===== config.mk =====
export PLATFORM = sky130hd
export DESIGN_NAME = alu_rr_sched
export DESIGN_NICKNAME = d
export VERILOG_FILES = /design/src/rtl/alu_pkg.sv /design/src/rtl/alu_core.sv /design/src/rtl/alu_rr_sched.sv
export SDC_FILE = /design/constraint.sdc
export NUM_CORES = 1
export LEC_CHECK = 0
export CORE_MARGIN = 1
export CORE_UTILIZATION = 41
export CTS_CLUSTER_DIAMETER = 150
export DETAILED_ROUTE_END_ITERATION = 12
export DONT_BUFFER_PORTS = 1
export PLACE_DENSITY = 0.56
export SLEW_MARGIN = 10
export SYNTH_ARGS = -nofsm -noshare
export SYNTH_HDL_FRONTEND = slang
export SYNTH_SLANG_ARGS = --single-unit

===== constraint.sdc =====
create_clock -name CLK -period 2.1 [get_ports CLK]
set_input_delay 0.21 -clock CLK [delete_from_list [all_inputs] [get_ports CLK]]
set_output_delay 0.21 -clock CLK [all_outputs]
set_load 0.02 [all_outputs]

===== src/rtl/alu_pkg.sv =====
// Shared types for the round-robin ALU scheduler.
// Opcode and scheduler state encodings plus counter width.
package alu_pkg;

  typedef enum logic [1:0] {
    ALU_ADD = 2'b00,
    ALU_SUB = 2'b01,
    ALU_AND = 2'b10,
    ALU_OR  = 2'b11
  } alu_op_e;

  typedef enum logic [1:0] {
    IDLE = 2'd0,
    EXEC = 2'd1,
    DONE = 2'd2
  } sched_state_e;

  localparam int OP_CNT_W = 16;

endpackage


===== src/rtl/alu_core.sv =====
// Combinational ALU: ADD/SUB/AND/OR with signed overflow.
// Shared datapath behind the round-robin scheduler.
module alu_core
  import alu_pkg::*;
#(
  parameter int DATA_W = 8
) (
  input  logic [DATA_W-1:0] a_i,
  input  logic [DATA_W-1:0] b_i,
  input  alu_op_e           op_i,
  output logic [DATA_W-1:0] y_o,
  output logic              ovf_o
);

  localparam int MSB = DATA_W - 1;

  always_comb begin
    y_o   = '0;
    ovf_o = 1'b0;
    unique case (op_i)
      ALU_ADD: begin
        y_o   = a_i + b_i;
        ovf_o = (a_i[MSB] == b_i[MSB]) &&
                (y_o[MSB] != a_i[MSB]);
      end
      ALU_SUB: begin
        y_o   = a_i - b_i;
        ovf_o = (a_i[MSB] != b_i[MSB]) &&
                (y_o[MSB] != a_i[MSB]);
      end
      ALU_AND: y_o = a_i & b_i;
      ALU_OR:  y_o = a_i | b_i;
      default: y_o = '0;
    endcase
  end

endmodule


===== src/rtl/alu_rr_sched.sv =====
// Round-robin scheduler sharing one ALU among NUM_REQ requesters.
// Define ALU_RR_SCHED_STATS_EN to enable the saturating OP_CNT counter.
module alu_rr_sched
  import alu_pkg::*;
#(
  parameter  int NUM_REQ = 4,
  parameter  int DATA_W  = 8,
  localparam int ID_W    = $clog2(NUM_REQ)
) (
  input  logic                      CLK,
  input  logic                      RST,
  input  logic [NUM_REQ-1:0]        REQ_VALID,
  output logic [NUM_REQ-1:0]        REQ_READY,
  input  logic [NUM_REQ*DATA_W-1:0] REQ_A,
  input  logic [NUM_REQ*DATA_W-1:0] REQ_B,
  input  logic [NUM_REQ*2-1:0]      REQ_OP,
  output logic                      RES_VALID,
  input  logic                      RES_READY,
  output logic [DATA_W-1:0]         RES_Y,
  output logic                      RES_OVF,
  output logic [ID_W-1:0]           RES_ID,
  output logic                      BUSY,
  output logic [OP_CNT_W-1:0]       OP_CNT
);

  sched_state_e      state_q, state_d;
  logic [ID_W-1:0]   ptr_q, gid_q, id_q;
  logic [DATA_W-1:0] a_q, b_q, y_q;
  alu_op_e           op_q;
  logic              ovf_q;
  logic [DATA_W-1:0] alu_y;
  logic              alu_ovf;
  logic              gnt_found;
  logic [ID_W-1:0]   gnt_idx;
  logic              fire, res_hs;

  // Search starts one past the last grant so every requester gets a turn.
  always_comb begin
    gnt_found = 1'b0;
    gnt_idx   = '0;
    for (int k = 1; k <= NUM_REQ; k++) begin
      if (!gnt_found &&
          REQ_VALID[(int'(ptr_q) + k) % NUM_REQ]) begin
        gnt_found = 1'b1;
        gnt_idx   = ID_W'((int'(ptr_q) + k) % NUM_REQ);
      end
    end
  end

  assign fire   = (state_q == IDLE) && gnt_found;
  assign res_hs = (state_q == DONE) && RES_READY;

  always_ff @(posedge CLK or posedge RST) begin
    if (RST) state_q <= IDLE;
    else     state_q <= state_d;
  end

  always_comb begin
    state_d = state_q;
    unique case (state_q)
      IDLE:    if (fire) state_d = EXEC;
      EXEC:    state_d = DONE;
      DONE:    if (res_hs) state_d = IDLE;
      default: state_d = IDLE;
    endcase
  end

  always_comb begin
    REQ_READY = '0;
    if (fire) REQ_READY[gnt_idx] = 1'b1;
    RES_VALID = (state_q == DONE);
    BUSY      = (state_q != IDLE);
  end

  always_ff @(posedge CLK or posedge RST) begin
    if (RST) begin
      ptr_q <= ID_W'(NUM_REQ - 1);
      gid_q <= '0;
      a_q   <= '0;
      b_q   <= '0;
      op_q  <= ALU_ADD;
      y_q   <= '0;
      ovf_q <= 1'b0;
      id_q  <= '0;
    end else if (fire) begin
      ptr_q <= gnt_idx;
      gid_q <= gnt_idx;
      a_q   <= REQ_A[gnt_idx*DATA_W +: DATA_W];
      b_q   <= REQ_B[gnt_idx*DATA_W +: DATA_W];
      op_q  <= alu_op_e'(REQ_OP[gnt_idx*2 +: 2]);
    end else if (state_q == EXEC) begin
      y_q   <= alu_y;
      ovf_q <= alu_ovf;
      id_q  <= gid_q;
    end
  end

  alu_core #(.DATA_W(DATA_W)) u_core (
    .a_i   (a_q),
    .b_i   (b_q),
    .op_i  (op_q),
    .y_o   (alu_y),
    .ovf_o (alu_ovf)
  );

  assign RES_Y   = y_q;
  assign RES_OVF = ovf_q;
  assign RES_ID  = id_q;

`ifdef ALU_RR_SCHED_STATS_EN
  logic [OP_CNT_W-1:0] cnt_q, cnt_d;

  always_comb begin
    cnt_d = cnt_q;
    if (res_hs && cnt_q != '1) cnt_d = cnt_q + 1'b1;
  end

  always_ff @(posedge CLK or posedge RST) begin
    if (RST) cnt_q <= '0;
    else     cnt_q <= cnt_d;
  end

  assign OP_CNT = cnt_q;
`else
  assign OP_CNT = '0;
`endif

endmodule


==> flow_summary.toml, run 1 <==
[run_status]
status = "finished, violations left"
violations = "setup timing"

[placement]
dp_cells = 525
gp_congestion = 0.857
hpwl_um = 6950
io_buffer_count = 0
dp_slack_ns = -0.0739

[global_route]
grt_pass1_vias = 2875
antenna_found_initial = 0
grt_overflow_total = 0
grt_start_max_net_pins = 38
track_usage = 0.208
grt_pass1_wl_um = 14200

[synth]
synthArstFlopShare = 1.00
seq_area_frac_synth = 0.258
netlist.top_cell.by_area = "dfrtp_1"
synth_warnings = 0
synth_top_area_frac = 0.242
ys.flop_type = "dfrtp_1"
ys_ff_latch = 35
synth_cells = 419
avgSynthCellArea_um2 = 8.13
synth.distinct_cells = 57
synth_edf_count = 0
synth_area_leaders = "dfrtp_1 (24%), mux2i_1 (12%), ha_1 (8.4%), a21oi_1 (7.3%), nand3_1 (5.7%)"
syn_area_um2 = 3410

[clock_tree]
numCtsBuffers = 5
cts.sinks = 35
root_buffer = "clkbuf_8"
cts_buffer_depth = 2
clk_pin_slew_ns = 0.08
clk_latency_ns = 0.29
htree_levels = 2
cts_tree = "done"

[setup_path]
reg2reg_from = "b_q[1]"
max_stage_delay_ns = 0.50
endpoint_kind = "register"
r2r_cells = 7
path_delay_family = "simple AND/OR/NAND/NOR gates"
cp.required_ns = 2.32
crit_chain = "inv_2 > ha_4 > o21ba_4 > or4_4 > and3_4 > or4_1 > nand4_1"
worstPathMaxFanout = 4
r2r_end = "RES_OVF"
worst-path-buf-inv = 1
reg2reg_setup_slack_ns = -0.03
arrival_ns = 2.36
cp-start-kind = "register"
path_class = "register to register"
slowest_stage = "or4_4"

[final_layout]
antennaDiodeCount = 0
areaGrowthSynthToFinish_pct = 17.4
final_util = 0.507
stdcell_count = 545
nNetsFinal = 546
drive_gt1_frac = 0.205

[floorplan]
core-area_um2 = 7890
die_w_um = 93.1
ioPinCount = 112
rows = 32
dieArea_um2 = 8680
die_h_um = 93.1
initial_core_util = 0.432

[min_path]
min_from = "RES_READY"
holdCritPathClass = "input port to register"
hold_depth = 1
hold_end = "state_q[1]"

[detailed_routing]
vias = 3087
antenna_left = 0
wl_per_cell_um = 16.5
viasPerCell = 5.66
drtIter0Drc = 165
wirelength_um = 8980
drt_first_pass_iters = 5
drc_errors = 0

[sta]
rsz0062_at_grt = "true"
setup_viol = 1
skew_ns = 0.00459
finalMaxSlewViolations = 0
finalCritPeriodShare = 1.02
final_hold_viol_count = 0
period_needed_ns = 2.13
fin_ws_ns = -0.0344
timing.hold.ws_ns = 0.0234
maxClockFrequency_ghz = 0.469
fin_tns_setup_ns = -0.0344

[power_and_ir_drop]
p_leak_nw = 1.82
powerDensity_nw_per_um2 = 1760
ir_drop_mv = 0.944

[flow_run]
drv_cap = 0
==> cell type report <==
class / instances / area [um^2]
clock buffers: 6 / 82.6
clock inverters: 2 / 38.8
fillers: 741 / 3890
inverters: 28 / 105
multi-input cells: 322 / 2320
flip-flops and latches: 35 / 878
well taps: 102 / 128
repair buffers: 50 / 447
==> synthesized netlist by cell type, drive strengths merged (4+ instances only) <==
library cell and instances:
clkbuf 20, nor3 5, nand2b 7, buf 29
nand3 39, ha 23, nor2b 10, o221ai 16
nor2 16, inv 28, o211ai 10, mux2i 40
dfrtp 33, nor4 4, nand2 24, a21oi 50
o21ai 17
==> stage by stage <==
step / instance area (um^2) / total power, mW
global route: 4000 / 7.63
floorplan: 3470 / 4.69
detailed placement: 3660 / 5.95
CTS: 3900 / 6.85
finish: 4000 / 7.03
global placement: 3660 / 5.87
==> routing by layer <==
| metal | track usage | part of all wire | vias up |
|---|---|---|---|
| li1 | - | - | 1528 |
| met1 | 0.287 | 0.45 | 1423 |
| met2 | 0.338 | 0.47 | 127 |
| met4 | 0.0564 | 0.011 | 0 |
| met3 | 0.0317 | 0.074 | 9 |
| met5 | 0 | 0 | - |
==> sequential cells by signal (all words and copies together) (netlist names) <==
signal	flops
RES_Y	8
a_q	8
b_q	8
RES_ID	2
gid_q	2
op_q	2
ptr_q	2
state_q	2
RES_OVF	1
==> placed cells by master, fill, tap and decap left out, drive strengths merged, types with 4 or more instances in the layout <==
| master | instances |
|---|---|
| a21oi | 50 |
| o211ai | 10 |
| ha | 23 |
| inv | 29 |
| clkbuf | 6 |
| o221ai | 16 |
| nand2b | 7 |
| nor4 | 4 |
| nand3 | 39 |
| nor2b | 10 |
| conb | 16 |
| dfrtp | 33 |
| buf | 48 |
| nor3 | 5 |
| o21ai | 17 |
| mux2i | 40 |
| nor2 | 16 |
| nand2 | 24 |
==> power breakdown <==
group | internal, mW | switching [mW]
combinational | 2.29 | 2.65
clock | 0.391 | 0.274
sequential | 1.04 | 0.389
total | 3.72 | 3.32
==> what timing repair did <==
action,4_1_cts,5_1_grt
hold buffers,1,0
setup buffers,8,3
hold endpoints to repair,33,0
gates resized for setup,5,21
cloned,1,0
pin swaps,2,13
endpoints found under the setup margin,6,17
==> worst max path at each step <==
stage | startpoint | end | cells past startpoint
2_1_floorplan | b_q[1] | RES_OVF | 7
3_3_place_gp | a_q[0] | RES_Y[6] | 8
3_5_place_dp | a_q[0] | RES_Y[6] | 8
4_1_cts | b_q[1] | RES_OVF | 7
5_1_grt | b_q[1] | RES_OVF | 7
6_report | b_q[1] | RES_OVF | 7
==> cell families after synthesis <==
group           share of synthesized area
simple gates                        0.181
compound gates                      0.225
buf+inv                             0.107
mux                                 0.124
flops                               0.258
fa+ha+maj                          0.0963
xor+xnor                          0.00772
other cells                       0.00110
No activity file was read; power rests on OpenSTA's default activity.
==> inputs of run 2 (changes only) <==
--- a/config.mk
+++ b/config.mk
@@ -8,6 +8,7 @@
 export CORE_MARGIN = 1
 export CORE_UTILIZATION = 41
 export CTS_CLUSTER_DIAMETER = 150
+export CTS_CLUSTER_SIZE = 14
 export DETAILED_ROUTE_END_ITERATION = 12
 export DONT_BUFFER_PORTS = 1
 export PLACE_DENSITY = 0.56
==> results of run 2 <==
No change in the layout: final DEF, timing and power equal those of run 1.
==> inputs of run 3 (changes only) <==
--- a/config.mk
+++ b/config.mk
@@ -12,6 +12,7 @@
 export DETAILED_ROUTE_END_ITERATION = 12
 export DONT_BUFFER_PORTS = 1
 export PLACE_DENSITY = 0.56
+export RECOVER_POWER = 50
 export SLEW_MARGIN = 10
 export SYNTH_ARGS = -nofsm -noshare
 export SYNTH_HDL_FRONTEND = slang
==> flow_summary.toml, run 3 (same netlist as run 1, synthesis figures left out) <==
[floorplan]
core-area_um2 = 7890
ioPinCount = 112
die_w_um = 93.1
die_h_um = 93.1
rows = 32
initial_core_util = 0.432
dieArea_um2 = 8680

[sta]
timing.hold.ws_ns = 0.0232
setup_viol = 1
period_needed_ns = 2.13
relSlewSlack = 0.403
finalCritPeriodShare = 1.02
fin_ws_ns = -0.0347
final_hold_viol_count = 0
finalMaxSlewViolations = 0
rsz0062_at_grt = "true"
skew_ns = 0.00460
maxClockFrequency_ghz = 0.468
worst_pin_slew_ns = 0.895

[power_and_ir_drop]
p_comb_frac = 0.703
p_int_mw = 3.72
switchingPower_mw = 3.32
pwr-share-clk = 0.095
totalPowerFinal_mw = 7.03
ir_drop_mv = 0.944
p_sw_frac = 0.472
seqPwrFrac = 0.203
p_leak_nw = 1.82
powerDensity_nw_per_um2 = 1760

[global_route]
grt_overflow_total = 0
grt_pass1_wl_um = 14200
track_usage = 0.208
antenna_found_initial = 0
grt_start_max_net_pins = 38
grt_pass1_vias = 2875

[detailed_routing]
drc_errors = 0
antenna_left = 0
drtIter0Drc = 165
drt_first_pass_iters = 4
wirelength_um = 8990
vias = 3088
wl_per_cell_um = 16.5
viasPerCell = 5.67

[clock_tree]
htree_levels = 2
clk_pin_slew_ns = 0.08
clk_latency_ns = 0.29
cts.sinks = 35
cts_tree = "done"
root_buffer = "clkbuf_8"
numCtsBuffers = 5
cts_buffer_depth = 2

[final_layout]
fin_area_um2 = 4000
multiInputGateArea_um2 = 2320
nFillCells = 741
nNetsFinal = 546
final_util = 0.507
seq_area_um2 = 878
drive_gt1_frac = 0.205
antennaDiodeCount = 0
areaGrowthSynthToFinish_pct = 17.3
layout_commonest_cell = "a21oi_1"
layout_common_cells = "a21oi_1 (48), buf_4 (41), nand3_1 (39), mux2i_1 (39), dfrtp_1 (33)"

[setup_path]
endpoint_kind = "register"
cp.required_ns = 2.32
cp-start-kind = "register"
worstPathMaxFanout = 4
path_class = "register to register"
arrival_ns = 2.36

[placement]
gp_congestion = 0.857
place_area_um2 = 3660
io_buffer_count = 0
hpwl_um = 6950

[run_status]
status = "finished, violations left"
violations = "setup timing"

[flow_run]
drv_cap = 0

[min_path]
holdCritPathClass = "input port to register"
## run 3: cell types whose count changed in the layout (fill, tap and decap cells not counted), sizes merged
cell	change
buf	-1
clkbuf	+1
## run 3: stage by stage
stage	setup TNS [ns]	std cells	worst slack, ns
2_1_floorplan	0	434	0.00182
3_3_place_gp	-0.0110	525	-0.0110
3_5_place_dp	-0.0969	525	-0.0739
4_1_cts	-0.0502	543	-0.0397
5_1_grt	-0.198	545	-0.103
6_report	-0.0347	545	-0.0347
## run 3: worst paths after layout
| kind | start | to | slack (ns) | cells after the start |
|---|---|---|---|---|
| worst max-delay path | b_q[1] | RES_OVF | -0.03 | 7 |
| worst min-delay path | RES_READY | state_q[1] | 0.02 | 1 |
| worst max register to register | b_q[1] | RES_OVF | -0.03 | 7 |
| worst min register to register | gid_q[0] | RES_ID[0] | 0.50 | 2 |
| max in group asynchronous | RST | RES_OVF | 0.91 | 3 |
| min in group asynchronous | RST | RES_ID[0] | 0.63 | 3 |
## run 3: final cells by class
type                    count  area share
multi-input cells         322       0.580
flip-flops and latches     35       0.220
repair buffers             50       0.111
well taps                 102      0.0319
inverters                  28      0.0263
clock buffers               6      0.0207
clock inverters             2     0.00971
## run 3: per-layer routing
layer / global-route usage / vias to the layer above / wire, um
met1: 0.287 / 1425 / 4010
li1: - / 1529 / -
met4: 0.0564 / 0 / 102
met3: 0.0317 / 9 / 657
met5: 0 / - / 0
met2: 0.338 / 125 / 4220
## run 3: power by group through the flow
stage	clock network [mW]	logic, mW	registers [mW]
6_report	0.665	4.94	1.43
5_1_grt	0.711	5.44	1.48
4_1_cts	0.677	4.74	1.43
3_5_place_dp	0	4.52	1.44
3_3_place_gp	0	4.45	1.42
2_1_floorplan	0	3.33	1.35
## run 3: timing repair
action	4_1_cts	5_1_grt
pin swaps	2	13
endpoints found under the hold margin	33	0
setup buffers	8	3
gates resized for setup	5	21
endpoints found under the setup margin	6	17
hold buffers	1	0
gates cloned	1	0
## run 3: worst max-delay path, cell delays in order, from the launching register on
cell	delay, ns
dfrtp_1	0.41
inv_2	0.10
ha_4	0.20
o21ba_4	0.19
or4_4	0.50
and3_4	0.19
or4_1	0.39
nand4_1	0.08
==> edit 1, RTL diff (flow settings as in run 1) <==
Re-encode `sched_state_e` (3 states) as one-hot, 3 bits wide.
--- a/src/rtl/alu_pkg.sv
+++ b/src/rtl/alu_pkg.sv
@@ -9,10 +9,10 @@
     ALU_OR  = 2'b11
   } alu_op_e;
 
-  typedef enum logic [1:0] {
-    IDLE = 2'd0,
-    EXEC = 2'd1,
-    DONE = 2'd2
+  typedef enum logic [2:0] {
+    IDLE = 3'b001,
+    EXEC = 3'b010,
+    DONE = 3'b100
   } sched_state_e;
 
   localparam int OP_CNT_W = 16;
Formal check against the unedited RTL: no difference found for any inputs over 4 cycles, from zero or initial values and one cycle with RST high; so few cycles prove little.
==> edit 1 against run 1 <==
- the run still ends with negative setup slack left
- die area fell by 5.1%
- final area fell by 6.9%
- count of clock-buffer cells in the layout rose by 2
- first-iteration DRC count rose by 0.61%
- total power fell by 3.9%
- worst setup slack improved by 0.018 ns
- sequential cell count rose by 1
- area after synthesis fell by 5.2%
- synthesized cell count fell by 10%
- wire length fell by 11%
- critical path type unchanged
- largest power group unchanged
- highest routed layer unchanged
==> edit 1: results (changes against run 1) <==
| Metric | Value |
|---|---|
| Status | finished, violations left |
| Failing checks | negative setup slack |
| Yosys warnings | 0 (unchanged) |
| Final HPWL DP | 5910 um (-15%) |
| Fin Setup TNS | -0.0169 ns (+0.0175 ns) |
| Delay-heaviest family, CP | compound AO/OA/AOI/OAI gates |
| Endpoints failing setup | 1 (unchanged) |
| Post-Route WL | 7980 um (-11%) |
| H-tree depth | 2 (unchanged) |
| GPL Wtd Cong | 0.838 (-2.2%) |
| Vias in the first global route | 2620 (-8.9%) |
| Peak supply drop | 0.000736 V (-22%) |
| Num CTS Buffers | 5 (unchanged) |
| Post-synth top flop | dfrtp_1 |
| Max stage delay on crit path | 0.42 ns (-0.08 ns) |
| HP Class | in -> reg |
| Final WS setup | -0.0169 ns (+0.0175 ns) |
| Sequential share of the synthesized area | 0.280 (+0.0222) |
| IO buf count | 0 (unchanged) |
| Netlist cell types | 54 (-5.3%) |
| DR iter-0 viols | 166 (+0.61%) |
| Grt total ovfl | 0 (unchanged) |
| Skew-Pair Late Insertion Delay | 0.30 ns |
| Nets | 505 (-7.5%) |
| Total Routing Usage GR | 0.193 (-0.0149) |
| Share of cells above drive strength 1 | 0.236 (+0.0309) |
| WP data arrival | 2.29 ns (-0.07 ns) |
| Pre-Repair DR Iteration Count | 4 (-1) |
| Metal2 WL | 3840 um (-8.7%) |
| N_diodes | 0 (unchanged) |
| Largest net degree at the start of global routing | 37 (-2.6%) |
| Routed length on met1 | 3680 um (-8.1%) |
| Skew final | 0.00852 ns (+0.00392 ns) |
| Slew margin rel. | 0.548 |
| Synth async-reset ratio | 1.00 (unchanged) |
| DR vias | 2690 (-13%) |
| Met3 wire len | 397 um (-40%) |
| CTS clk-pin slew, worst paths | 0.08 ns (about the same) |
| Worst-path fanout max | 3 (-1) |
| Synth top area cells | dfrtp_1, ha_1, mux2_4, a211oi_1, nor2_1 |
| Clock Path Buffers | 2 (unchanged) |
| First-pass GRT wire length | 12800 um (-9.6%) |
| Commonest cells post-synth | nor2_1, dfrtp_1, inv_1 |
| Leak Pwr | 1.72 nW (-5.7%) |
==> edit 1: layout make-up <==
class	count	area [sq um]
fill	746	3730
multi-input combinational	289	2120
sequential	36	905
timing repair buffer	39	358
tap	99	124
inverter	30	113
clock buffer	8	100
==> edit 1: logic make-up after synthesis <==
group | share of synthesized area
simple gates | 0.185
compound gates | 0.210
buf+inv | 0.110
flops | 0.280
fa+ha+maj | 0.102
mux | 0.102
xor+xnor | 0.0108
other cells | 0.00116
==> edit 1: where the power goes <==
part	total, mW	switching (mW)	internal (mW)
sequential	1.52	0.443	1.08
combinational	4.67	2.48	2.19
clock	0.576	0.275	0.300
total	6.76	3.20	3.56
==> edit 1: worst paths after layout <==
path / start / depth (start not counted) / to / slack [ns]
max in group asynchronous: RST / 3 / ptr_q[1] / 1.24
setup / recovery: a_q[1] / 8 / RES_OVF / -0.02
setup reg to reg: a_q[1] / 8 / RES_OVF / -0.02
min in group asynchronous: RST / 3 / b_q[7] / 0.50
hold / removal: REQ_A[6] / 2 / a_q[6] / 0.09
hold reg to reg: gid_q[0] / 2 / RES_ID[0] / 0.49
==> edit 1: timing repair <==
action | CTS | global route
setup buffers | 0 | 8
hold buffers | 1 | 0
setup endpoints to repair | 3 | 9
hold endpoints to repair | 33 | 0
gates cloned | 1 | 0
pin swaps | 0 | 3
gates resized for setup | 3 | 20
==> edit 1: layer usage <==
metal,up-vias,GRT usage
li1,1337,-
met1,1258,0.266
met2,90,0.313
met3,5,0.0345
met4,0,0.0430
met5,-,0
==> edit 1: through the flow <==
stage,setup slack (ns),instances,util,total power [mW],cell area [sq um]
2_1_floorplan,0.0379,392,-,4.64,3290
6_report,-0.0169,501,0.500,6.76,3720
5_1_grt,-0.0837,501,0.500,7.39,3720
3_5_place_dp,-0.0644,483,0.458,5.70,3410
3_3_place_gp,0.00557,483,0.458,5.66,3410
4_1_cts,-0.0269,493,0.477,6.36,3550
==> edit 1: worst reg2reg max path, cell delays in order (launching register included) <==
cell	delay, ns
dfrtp_1	0.39
inv_2	0.11
ha_4	0.21
o21ba_4	0.22
or4_4	0.42
o211a_1	0.17
nor2b_4	0.13
o31ai_2	0.24
o41ai_1	0.11
==> edit 2, RTL diff (settings of run 1) <==
Without the edit above. The parameter `NUM_REQ` goes from 4 to 8.
--- a/src/rtl/alu_rr_sched.sv
+++ b/src/rtl/alu_rr_sched.sv
@@ -3,7 +3,7 @@
 module alu_rr_sched
   import alu_pkg::*;
 #(
-  parameter  int NUM_REQ = 4,
+  parameter  int NUM_REQ = 8,
   parameter  int DATA_W  = 8,
   localparam int ID_W    = $clog2(NUM_REQ)
 ) (
Interface: changed (6 resized); port bits go from 112 to 193. The function was not compared with the original's and may differ.
==> edit 2 against run 1 <==
- the flow still finishes with violations (negative setup slack)
- sequential share of layout area decreased by 11 points
- sequential cell count increased by 3
- worst setup slack got worse by 1.7 ns
- wire length increased to 2.8 times the old value
- final area increased by 130%
- worst hold slack improved by 0.015 ns
- area after synthesis increased by 90%
- first-iteration DRC count increased to 3.1 times the old value
- clock skew about the same
Power is left out: the tool's default activity adds up to more than one toggle a clock period on the data nets, which glitch-free logic cannot reach.
==> edit 2: results (changes against run 1) <==
| Metric | Value |
|---|---|
| Status | finished, violations left |
| Failing checks | negative setup slack |
| Met3 wire len | 2060 um (+210%) |
| Adder-Cell Fraction of Synth Area | 0.0545 (-0.0417) |
| Metal2 WL | 12700 um (+200%) |
| Worst-path fanout max | 8 (+4) |
| WP data arrival | 3.63 ns (+1.27 ns) |
| Synth top area cells | dfrtp_1, mux2_2, mux4_2, a221oi_1, ha_1 |
| Final Non-Filler Cells | 1114 (+100%) |
| Cell count after placement | 1060 (+100%) |
| WL/cell | 22.7 um (+38%) |
| Skew final | 0.00469 ns (+0.0000940 ns) |
| Final WS setup | -1.74 ns (-1.70 ns) |
| Area post-placement | 7790 sq um (+110%) |
| Worst r2r src | ptr_q[0] |
| Mapped Cells | 792 (+89%) |
| Largest net degree at the start of global routing | 83 (+120%) |
| Post-cts resize count | 76 (+71) |
| Post-Synth XOR/XNOR Area | 0.0228 (+0.0151) |
| Fin Setup TNS | -51.44 ns (-51.40 ns) |
| Routed length on met1 | 9990 um (+150%) |
| Final HPWL DP | 17800 um (+160%) |
| Setup crit end | REQ_READY[5] |
| Met3 usage | 0.0641 (+0.0324) |
| Met1 usage | 0.361 (+0.0735) |
| FF-to-FF path depth | 14 (+7) |
| Sequential share of the synthesized area | 0.147 (-0.110) |
| First-pass GRT wire length | 37700 um (+170%) |
| Routed vias/inst | 6.37 (+13%) |
| Endpoints failing setup | 36 (+35) |
| Root Driver | clkbuf_16 |
| Share of cells above drive strength 1 | 0.481 (+0.275) |
-- edit 2: cell count changes after synthesis, sizes merged, moves of 16 or more --
cell	change
a21oi	-24
o22ai	+36
mux2	+63
mux2i	-20
a21o	+37
nand2	+29
clkbuf	+29
a211oi	+16
o221ai	-16
a221oi	+35
mux4	+17
o21ai	+57
buf	+20
a31o	+36
-- edit 2: kinds of logic after synthesis --
group           after synthesis
xor+xnor                     16
flops                        38
simple gates                152
buf+inv                     127
fa+ha+maj                    27
other cells                   1
mux                         101
compound gates              330
-- edit 2: layout make-up --
cell class / instances / area (sq um)
flip-flops and latches: 38 / 962
fillers: 1354 / 6160
repair buffers: 186 / 1850
inverters: 29 / 114
multi-input cells: 642 / 5820
clock inverters: 1 / 5.00
clock buffers: 7 / 143
well taps: 211 / 264
